<file path="config.mk">
export PLATFORM = sky130hd
export DESIGN_NAME = vending_machine_param
export DESIGN_NICKNAME = d
export VERILOG_FILES = /design/src/rtl/vending_machine_param.sv
export SDC_FILE = /design/constraint.sdc
export NUM_CORES = 1
export LEC_CHECK = 0
export CORE_MARGIN = 2
export CORE_UTILIZATION = 25
export CTS_CLUSTER_DIAMETER = 80
export DETAILED_ROUTE_END_ITERATION = 7
export PLACE_DENSITY = 0.54
export SKIP_CTS_REPAIR_TIMING = 1
export SKIP_LAST_GASP = 1
export SYNTH_ARGS = -nofsm -noshare
export SYNTH_HDL_FRONTEND = slang
export SYNTH_SLANG_ARGS = --single-unit
</file>
<file path="constraint.sdc">
create_clock -name clk -period 2.6 [get_ports clk]
set_input_delay 0.52 -clock clk [delete_from_list [all_inputs] [get_ports clk]]
set_output_delay 0.52 -clock clk [all_outputs]
set_load 0.02 [all_outputs]
</file>
<file path="src/rtl/vending_machine_param.sv">
// Parameterised coin-operated vending machine: accumulates credit, vends at PRICE,
// refunds on cancel, and returns coins while out of stock. All outputs registered.
module vending_machine_param #(
   parameter int CREDIT_W   = 8,
   parameter int PRICE      = 15,
   parameter int COIN1      = 5,
   parameter int COIN2      = 10,
   parameter int COIN3      = 20,
   parameter int STOCK_W    = 4,
   parameter int STOCK_INIT = 2
) (
   input  logic                clk,
   input  logic                rst,
   input  logic [1:0]          in,
   input  logic                cancel,
   input  logic                restock,
   output logic                out,
   output logic [CREDIT_W-1:0] change,
   output logic [CREDIT_W-1:0] credit,
   output logic                sold_out
);

   localparam int MAX_COIN = (COIN1 > COIN2) ? ((COIN1 > COIN3) ? COIN1 : COIN3)
                                             : ((COIN2 > COIN3) ? COIN2 : COIN3);

   if (PRICE - 1 + MAX_COIN >= (1 << CREDIT_W)) begin : g_bad_credit_w
      $error("vending_machine_param: CREDIT_W too narrow for PRICE-1+max coin");
   end
   if (PRICE < 1) begin : g_bad_price
      $error("vending_machine_param: PRICE must be at least 1");
   end
   if (STOCK_INIT < 0 || STOCK_INIT >= (1 << STOCK_W)) begin : g_bad_stock
      $error("vending_machine_param: STOCK_INIT out of range for STOCK_W");
   end

   localparam logic [CREDIT_W-1:0] P_PRICE = CREDIT_W'(PRICE);
   localparam logic [CREDIT_W-1:0] P_C1    = CREDIT_W'(COIN1);
   localparam logic [CREDIT_W-1:0] P_C2    = CREDIT_W'(COIN2);
   localparam logic [CREDIT_W-1:0] P_C3    = CREDIT_W'(COIN3);
   localparam logic [STOCK_W-1:0]  P_STOCK = STOCK_W'(STOCK_INIT);

   typedef enum logic [1:0] {
      S_IDLE,
      S_COLLECT,
      S_SOLDOUT
   } state_t;

   state_t                state_q, state_d;
   logic [CREDIT_W-1:0]   credit_q, credit_d;
   logic [CREDIT_W-1:0]   change_q, change_d;
   logic [STOCK_W-1:0]    stock_q, stock_d;
   logic                  out_q, out_d;
   logic                  sold_out_q, sold_out_d;

   logic [CREDIT_W-1:0]   coin;
   logic [CREDIT_W-1:0]   sum;

   always_comb begin
      coin = '0;
      unique case (in)
         2'b01:   coin = P_C1;
         2'b10:   coin = P_C2;
         2'b11:   coin = P_C3;
         default: coin = '0;
      endcase
   end

   // credit stays below PRICE, so the parameter check guarantees sum cannot wrap
   assign sum = credit_q + coin;

   always_comb begin
      out_d    = 1'b0;
      change_d = '0;
      credit_d = credit_q;
      stock_d  = stock_q;

      unique case (state_q)
         S_SOLDOUT: begin
            change_d = sum;
            credit_d = '0;
         end
         default: begin
            if (cancel) begin
               change_d = sum;
               credit_d = '0;
            end else if (sum >= P_PRICE) begin
               out_d    = 1'b1;
               change_d = sum - P_PRICE;
               credit_d = '0;
               stock_d  = stock_q - STOCK_W'(1);
            end else begin
               credit_d = sum;
            end
         end
      endcase

      // reload overrides any decrement from a vend in the same cycle
      if (restock) begin
         stock_d = P_STOCK;
      end

      sold_out_d = (stock_d == '0);

      if (stock_d == '0) begin
         state_d = S_SOLDOUT;
      end else if (credit_d == '0) begin
         state_d = S_IDLE;
      end else begin
         state_d = S_COLLECT;
      end
   end

   always_ff @(posedge clk) begin
      if (rst) begin
         state_q    <= (P_STOCK == '0) ? S_SOLDOUT : S_IDLE;
         credit_q   <= '0;
         change_q   <= '0;
         stock_q    <= P_STOCK;
         out_q      <= 1'b0;
         sold_out_q <= (P_STOCK == '0);
      end else begin
         state_q    <= state_d;
         credit_q   <= credit_d;
         change_q   <= change_d;
         stock_q    <= stock_d;
         out_q      <= out_d;
         sold_out_q <= sold_out_d;
      end
   end

   assign out      = out_q;
   assign change   = change_q;
   assign credit   = credit_q;
   assign sold_out = sold_out_q;

endmodule

</file>
==> results of run 1 <==
==> cell type report <==
type	count	share of cell area [%]
multi-input cells	114	46.3
well taps	70	4.48
clock buffers	3	2.11
inverters	7	1.35
clock inverters	1	0.256
flip-flops and latches	23	23.6
repair buffers	50	22.0
==> final timing paths <==
| path | to | from | cells after the start | slack (ns) |
|---|---|---|---|---|
| worst max-delay path | change[0] | in[0] | 10 | -0.01 |
| worst min-delay path | stock_q[0] | stock_q[0] | 2 | 0.50 |
| worst max register to register | change[0] | credit[0] | 8 | 0.08 |
| worst min register to register | stock_q[0] | stock_q[0] | 2 | 0.50 |
==> routing by layer <==
| metal | global-route usage (%) | part of all wire, % | vias to the layer above |
|---|---|---|---|
| met3 | 1.76 | 2.6 | 2 |
| li1 | - | - | 625 |
| met4 | 3.75 | 0.97 | 0 |
| met1 | 14.4 | 52 | 528 |
| met5 | 0 | 0 | - |
| met2 | 15.4 | 45 | 17 |
==> flip-flops by register name, indices dropped and copies added, names as in the netlist <==
| name | cells |
|---|---|
| out | 1 |
| change | 8 |
| stock_q | 4 |
| credit | 8 |
| state_q | 2 |
==> cells in the mapped netlist, types with 3 or more instances <==
master   number  share of area, %
a21oi_1       9               3.4
inv_1         7               2.0
nor4_1        3               1.4
mux2i_1       4               3.0
dfxtp_1      23                34
and2_1        5               2.3
nand2_1      13               3.6
nor2b_1       3               1.4
xnor2_1       5               3.3
ha_1          7               6.5
a21oi_2       3               2.0
or3_1         3               1.4
nand3_1       6               2.2
a21o_1        4               2.2
and3b_1       3               2.0
nor2_1        7               2.0
==> power by group through the flow <==
stage	Sequential, mW	Clock, mW	Combinational (mW)
2_1_floorplan	0.405	0	0.0991
3_3_place_gp	0.388	0	0.199
3_5_place_dp	0.387	0	0.200
4_1_cts	0.379	0.240	0.201
5_1_grt	0.381	0.253	0.226
6_report	0.379	0.225	0.208
==> kinds of logic after synthesis <==
logic type,after synthesis
and+or+nand+nor,53
AOI/OAI and AO/OA,37
DFF,23
buffers and inverters,11
adders and majority gates,8
xor gates and xnor gates,8
muxes,4
other,1
==> worst max-delay path, stage by stage <==
cell	delay, ns
buf_6	0.09
nor2b_4	0.12
ha_4	0.16
fa_2	0.41
a21o_1	0.20
a311o_1	0.39
a221oi_4	0.32
o211ai_1	0.17
o21ai_2	0.26
o31ai_1	0.12
==> metrics by stage <==
step / instances / power [mW] / utilization (%) / setup TNS, ns
6_report: 268 / 0.811 / 38.0 / -0.0138
5_1_grt: 268 / 0.860 / 38.0 / -0.456
4_1_cts: 267 / 0.821 / 36.8 / -4.19
3_5_place_dp: 263 / 0.588 / 35.9 / -9.60
3_3_place_gp: 263 / 0.587 / 35.9 / -8.70
2_1_floorplan: 148 / 0.504 / - / 0
==> metrics.cfg, run 1 <==
[global_route]
antenna_found_initial = 0
grt_max_degree = 14
grt_first_pass_wirelength_um = 4910
grt.overflow.total = 0
grtUsageTotal_pct = 10.2
grt_pass1_vias = 1086

[drt]
drt_pass1_iterations = 4
ant_nets = 0
routedWlPerCell_um = 11.2
initialDrtViolationCount = 25
wirelength_um = 3000
viasPerCell = 4.37
drcViolationCount = 0
vias = 1172

[final_layout]
regArea_um2 = 460
drive_gt1_share_pct = 27.3
multi_input_area_um2 = 903
syn_to_final_growth_pct = 45.9
final_common_cell = buf_4
final_area_mm2 = 0.00195
finalNetCount = 213
antennaDiodeCount = 0
layout_common_cells = buf_4, dfxtp_1, clkdlybuf4s50_1
n_fill_cell = 548

[sta]
setup_ws_ns = -0.0138
timing.fmax_ghz = 0.383
setup_viol = 1
hold_ws_ns = 0.499
fin_skew_ns = 0.00323
finalMaxSlewViolations = 0
rsz0062_at_grt = true
finalCritPeriodShare_pct = 101
period_needed_ns = 2.61
finalHoldViolCount = 0

[pwr]
p_sw_share_pct = 28.4
seq_power_share_pct = 46.6
p_comb_share_pct = 25.7
leakagePower_nw = 0.852
power_density_mw_per_mm2 = 415
p_int_uw = 581
pwr-share-clk_pct = 27.7
p_switching_uw = 231
peakVddDrop_mv = 0.221

[placed_design]
preCtsSetupSlack_ns = -0.600
gp_congestion = 0.764
dpl_cell_area_mm2 = 0.00184
io_buffers = 23
dp_hpwl_um = 2300

[flow_run]
max_cap_violations = 0

[yosys]
synth_top_family_by_area = compound AO/OA/AOI/OAI gates
ys_async_sr_fraction_pct = 0
yosysSeqAreaShare_pct = 34.4
yosysUniqueCellTypes = 49
yosys_warnings = 0
synth_edf_count = 0
synthesis.area_mm2 = 0.00134
syn_avg_cell_area_um2 = 9.23
synth_ff_type = dfxtp_1
ys_ff_latch = 23
synthMuxAreaShare_pct = 2.99
synth_compound_area_share_pct = 22.4
synthCells = 145
yosys.area_share.simple_pct = 22.3
synthAdderAreaFrac_pct = 8.04
synthXorXnorAreaFrac_pct = 5.79

[worst_setup_path]
crit_type = primary input to flop
cp-start-kind = primary input
cp-end-kind = flop
crit_fanout = 4
arrival_ns = 2.76
worstPathRequired_ns = 2.74

[die]
core_mm2 = 0.00514
io_pins = 24
rows = 26
die_y_um = 77.2
start_util_pct = 26.0
die_x_um = 77.2
die_area_mm2 = 0.00596

[clocking]
clk_pin_slew_ns = 0.08
cts_tree = done
clkSinkCount = 23
cts_buffers = 3
ctsRootBufferMaster = clkbuf_8
insertion_delay_ns = 0.26
h-tree-depth = 1
clock_path_buffers = 2

[run_status]
violations = setup timing
status = finished, violations left

[worst_hold_path]
hp-class = flop to flop

No activity file was read; power rests on OpenSTA's default activity.
==> inputs of run 2 (changes only) <==
--- a/config.mk
+++ b/config.mk
@@ -9,7 +9,7 @@
 export CORE_UTILIZATION = 25
 export CTS_CLUSTER_DIAMETER = 80
 export DETAILED_ROUTE_END_ITERATION = 7
-export PLACE_DENSITY = 0.54
+export PLACE_DENSITY = 0.5
 export SKIP_CTS_REPAIR_TIMING = 1
 export SKIP_LAST_GASP = 1
 export SYNTH_ARGS = -nofsm -noshare
==> run 2 against run 1 <==
Net effect:
- the run still ends with setup timing left
- non-clock buffer count is 2 higher
- sequential share of layout area hardly changed
- worst setup slack worse by 0.054 ns
==> metrics.cfg, run 2 (synthesis results as in run 1) <==
[die]
die_area_mm2 = 0.00596  ; unchanged
core_mm2 = 0.00514  ; unchanged
io_pins = 24  ; unchanged
die_x_um = 77.2  ; unchanged
rows = 26  ; unchanged
start_util_pct = 26.0  ; unchanged
die_y_um = 77.2  ; unchanged

[global_route]
grt_max_degree = 14  ; unchanged
grtUsageTotal_pct = 11.2  ; was 10.2%
grt_pass1_vias = 1207  ; was 1086
grt.overflow.total = 0  ; unchanged
antenna_found_initial = 0  ; unchanged
grt_first_pass_wirelength_um = 5450  ; was 4910 µm

[pwr]
total_power_uw = 820  ; was 811 µW
leakagePower_nw = 0.840  ; was 0.852 nW
power_density_mw_per_mm2 = 421  ; was 415 mW/mm²
peakVddDrop_mv = 0.155  ; was 0.221 mV

[worst_setup_path]
cp-start-kind = primary input  ; unchanged
crit_path_start = in[0]  ; unchanged
critical_path.cell_chain = buf_6, nor2b_4, ha_4, fa_2, a21o_1, a311o_1, a221oi_2, buf_4, o211a_4, a21oi_4, and3b_1  ; was buf_6, nor2b_4, ha_4, fa_2, a21o_1, a311o_1, a221oi_4, o211ai_1, o21ai_2, o31ai_1
crit_fanout = 6  ; was 4
reg2reg_from = credit[0]  ; unchanged
arrival_ns = 2.84  ; was 2.76 ns
cp-end-kind = flop  ; unchanged
worstPathRequired_ns = 2.77  ; was 2.74 ns
cp-endpoint = change[7]  ; was change[0]
crit_type = primary input to flop  ; unchanged
cpMaxStageDelayCell = fa_2  ; unchanged
max_stage_delay_ns = 0.41  ; about the same
worst-r2r-cell-count = 9  ; was 8
reg2reg_to = change[7]  ; was change[0]
rrSetupSlack_ns = 0  ; was 0.08 ns

[clocking]
clkSinkCount = 23  ; unchanged
insertion_delay_ns = 0.27  ; was 0.26 ns
clk_pin_slew_ns = 0.09  ; was 0.08 ns
cts_tree = done  ; unchanged
h-tree-depth = 1  ; unchanged
ctsRootBufferMaster = clkbuf_8  ; unchanged
clock_path_buffers = 2  ; unchanged
cts_buffers = 3  ; unchanged

[final_layout]
final_area_mm2 = 0.00195  ; about the same
layout_common_cells = buf_4, dfxtp_1, clkdlybuf4s50_1  ; unchanged
drive_gt1_share_pct = 27.0  ; was 27.3%
finalNetCount = 215  ; was 213
instances_no_fill = 270  ; was 268
antennaDiodeCount = 0  ; unchanged
final_common_cell = buf_4  ; unchanged
syn_to_final_growth_pct = 45.7  ; was 45.9%
postLayoutCoreUtil_pct = 38.0  ; about the same

[sta]
finalHoldViolCount = 0  ; unchanged
period_needed_ns = 2.67  ; was 2.61 ns
finalMaxSlewViolations = 0  ; unchanged
setup_ws_ns = -0.0679  ; was -0.0138 ns
worst_pin_slew_ns = 0.577
finalCritPeriodShare_pct = 103  ; was 101%
timing.fmax_ghz = 0.375  ; was 0.383 GHz
relSlewSlack_pct = 61.3
rsz0062_at_grt = true  ; unchanged
setup_viol = 11  ; was 1
fin_skew_ns = 0.00478  ; was 0.00323 ns

[placed_design]
gp_congestion = 0.814  ; was 0.764
placed_cells = 265  ; was 263
dp_hpwl_um = 2460  ; was 2300 µm
dpl_cell_area_mm2 = 0.00186  ; was 0.00184 mm²
io_buffers = 23  ; unchanged
preCtsSetupSlack_ns = -0.586  ; was -0.600 ns

[drt]
ant_nets = 0  ; unchanged
drt_pass1_iterations = 2  ; was 4
drcViolationCount = 0  ; unchanged
vias = 1186  ; was 1172
initialDrtViolationCount = 36  ; was 25
viasPerCell = 4.39  ; was 4.37
wirelength_um = 3160  ; was 3000 µm
routedWlPerCell_um = 11.7  ; was 11.2 µm

[run_status]
violations = setup timing  ; unchanged
status = finished, violations left  ; unchanged

[flow_run]
max_cap_violations = 0  ; unchanged

[worst_hold_path]
hp-class = flop to flop  ; unchanged

==> run 2: cell types whose count changed in the layout (fill, tap and decap cells not counted), sizes merged <==
cell / previous run / this run
buf: 28 / 30
==> run 2: power breakdown <==
part	internal [mW]	switching (mW)	total, mW
sequential	0.370	0.00931	0.379
clock	0.107	0.124	0.232
combinational	0.105	0.104	0.210
==> run 2: routing by layer <==
layer	GRT usage, %	share of wire [%]	up-vias
met5	0	0	-
met2	17.7	47	20
met1	15.2	49	536
li1	-	-	626
met4	4.29	1.5	0
met3	1.65	3.1	4
==> run 2: worst min path at each step <==
stage               slack, ns  startpoint  cells past startpoint         end
floorplan                0.46  stock_q[0]                      2  stock_q[0]
global placement         0.47  stock_q[0]                      2  stock_q[0]
detailed placement       0.49  stock_q[0]                      2  stock_q[0]
CTS                      0.50  stock_q[0]                      2  stock_q[0]
global route             0.54  stock_q[0]                      2  stock_q[0]
finish                   0.50  stock_q[0]                      2  stock_q[0]
==> run 2: cell type report <==
cell class	count	area, µm²
fillers	563	3190
multi-input cells	114	886
flip-flops and latches	23	460
repair buffers	52	444
well taps	70	87.6
clock buffers	3	41.3
inverters	7	26.3
clock inverters	1	5.00
==> run 2: critical path: cells and delay by family <==
family | cells | cell delay, ns
AO/OA/AOI/OAI | 5 | 1.18
adder cells (fa/ha/maj) | 2 | 0.57
buffers and inverters | 2 | 0.25
AND/OR/NAND/NOR | 2 | 0.32
==> run 2: through the flow <==
| step | setup TNS (ns) | hold WS [ns] |
|---|---|---|
| after global placement | -8.84 | 0.474 |
| final | -0.374 | 0.498 |
| after detailed placement | -9.52 | 0.487 |
| after global routing | -2.03 | 0.539 |
| after floorplan | 0 | 0.462 |
| after CTS | -4.19 | 0.502 |
==> inputs of run 3 (changes only) <==
--- a/config.mk
+++ b/config.mk
@@ -9,7 +9,7 @@
 export CORE_UTILIZATION = 25
 export CTS_CLUSTER_DIAMETER = 80
 export DETAILED_ROUTE_END_ITERATION = 7
-export PLACE_DENSITY = 0.5
+export PLACE_DENSITY = 0.54
 export SKIP_CTS_REPAIR_TIMING = 1
 export SKIP_LAST_GASP = 1
 export SYNTH_ARGS = -nofsm -noshare
==> results of run 3 <==
Final layout, timing and power as in run 1 (identical DEF).
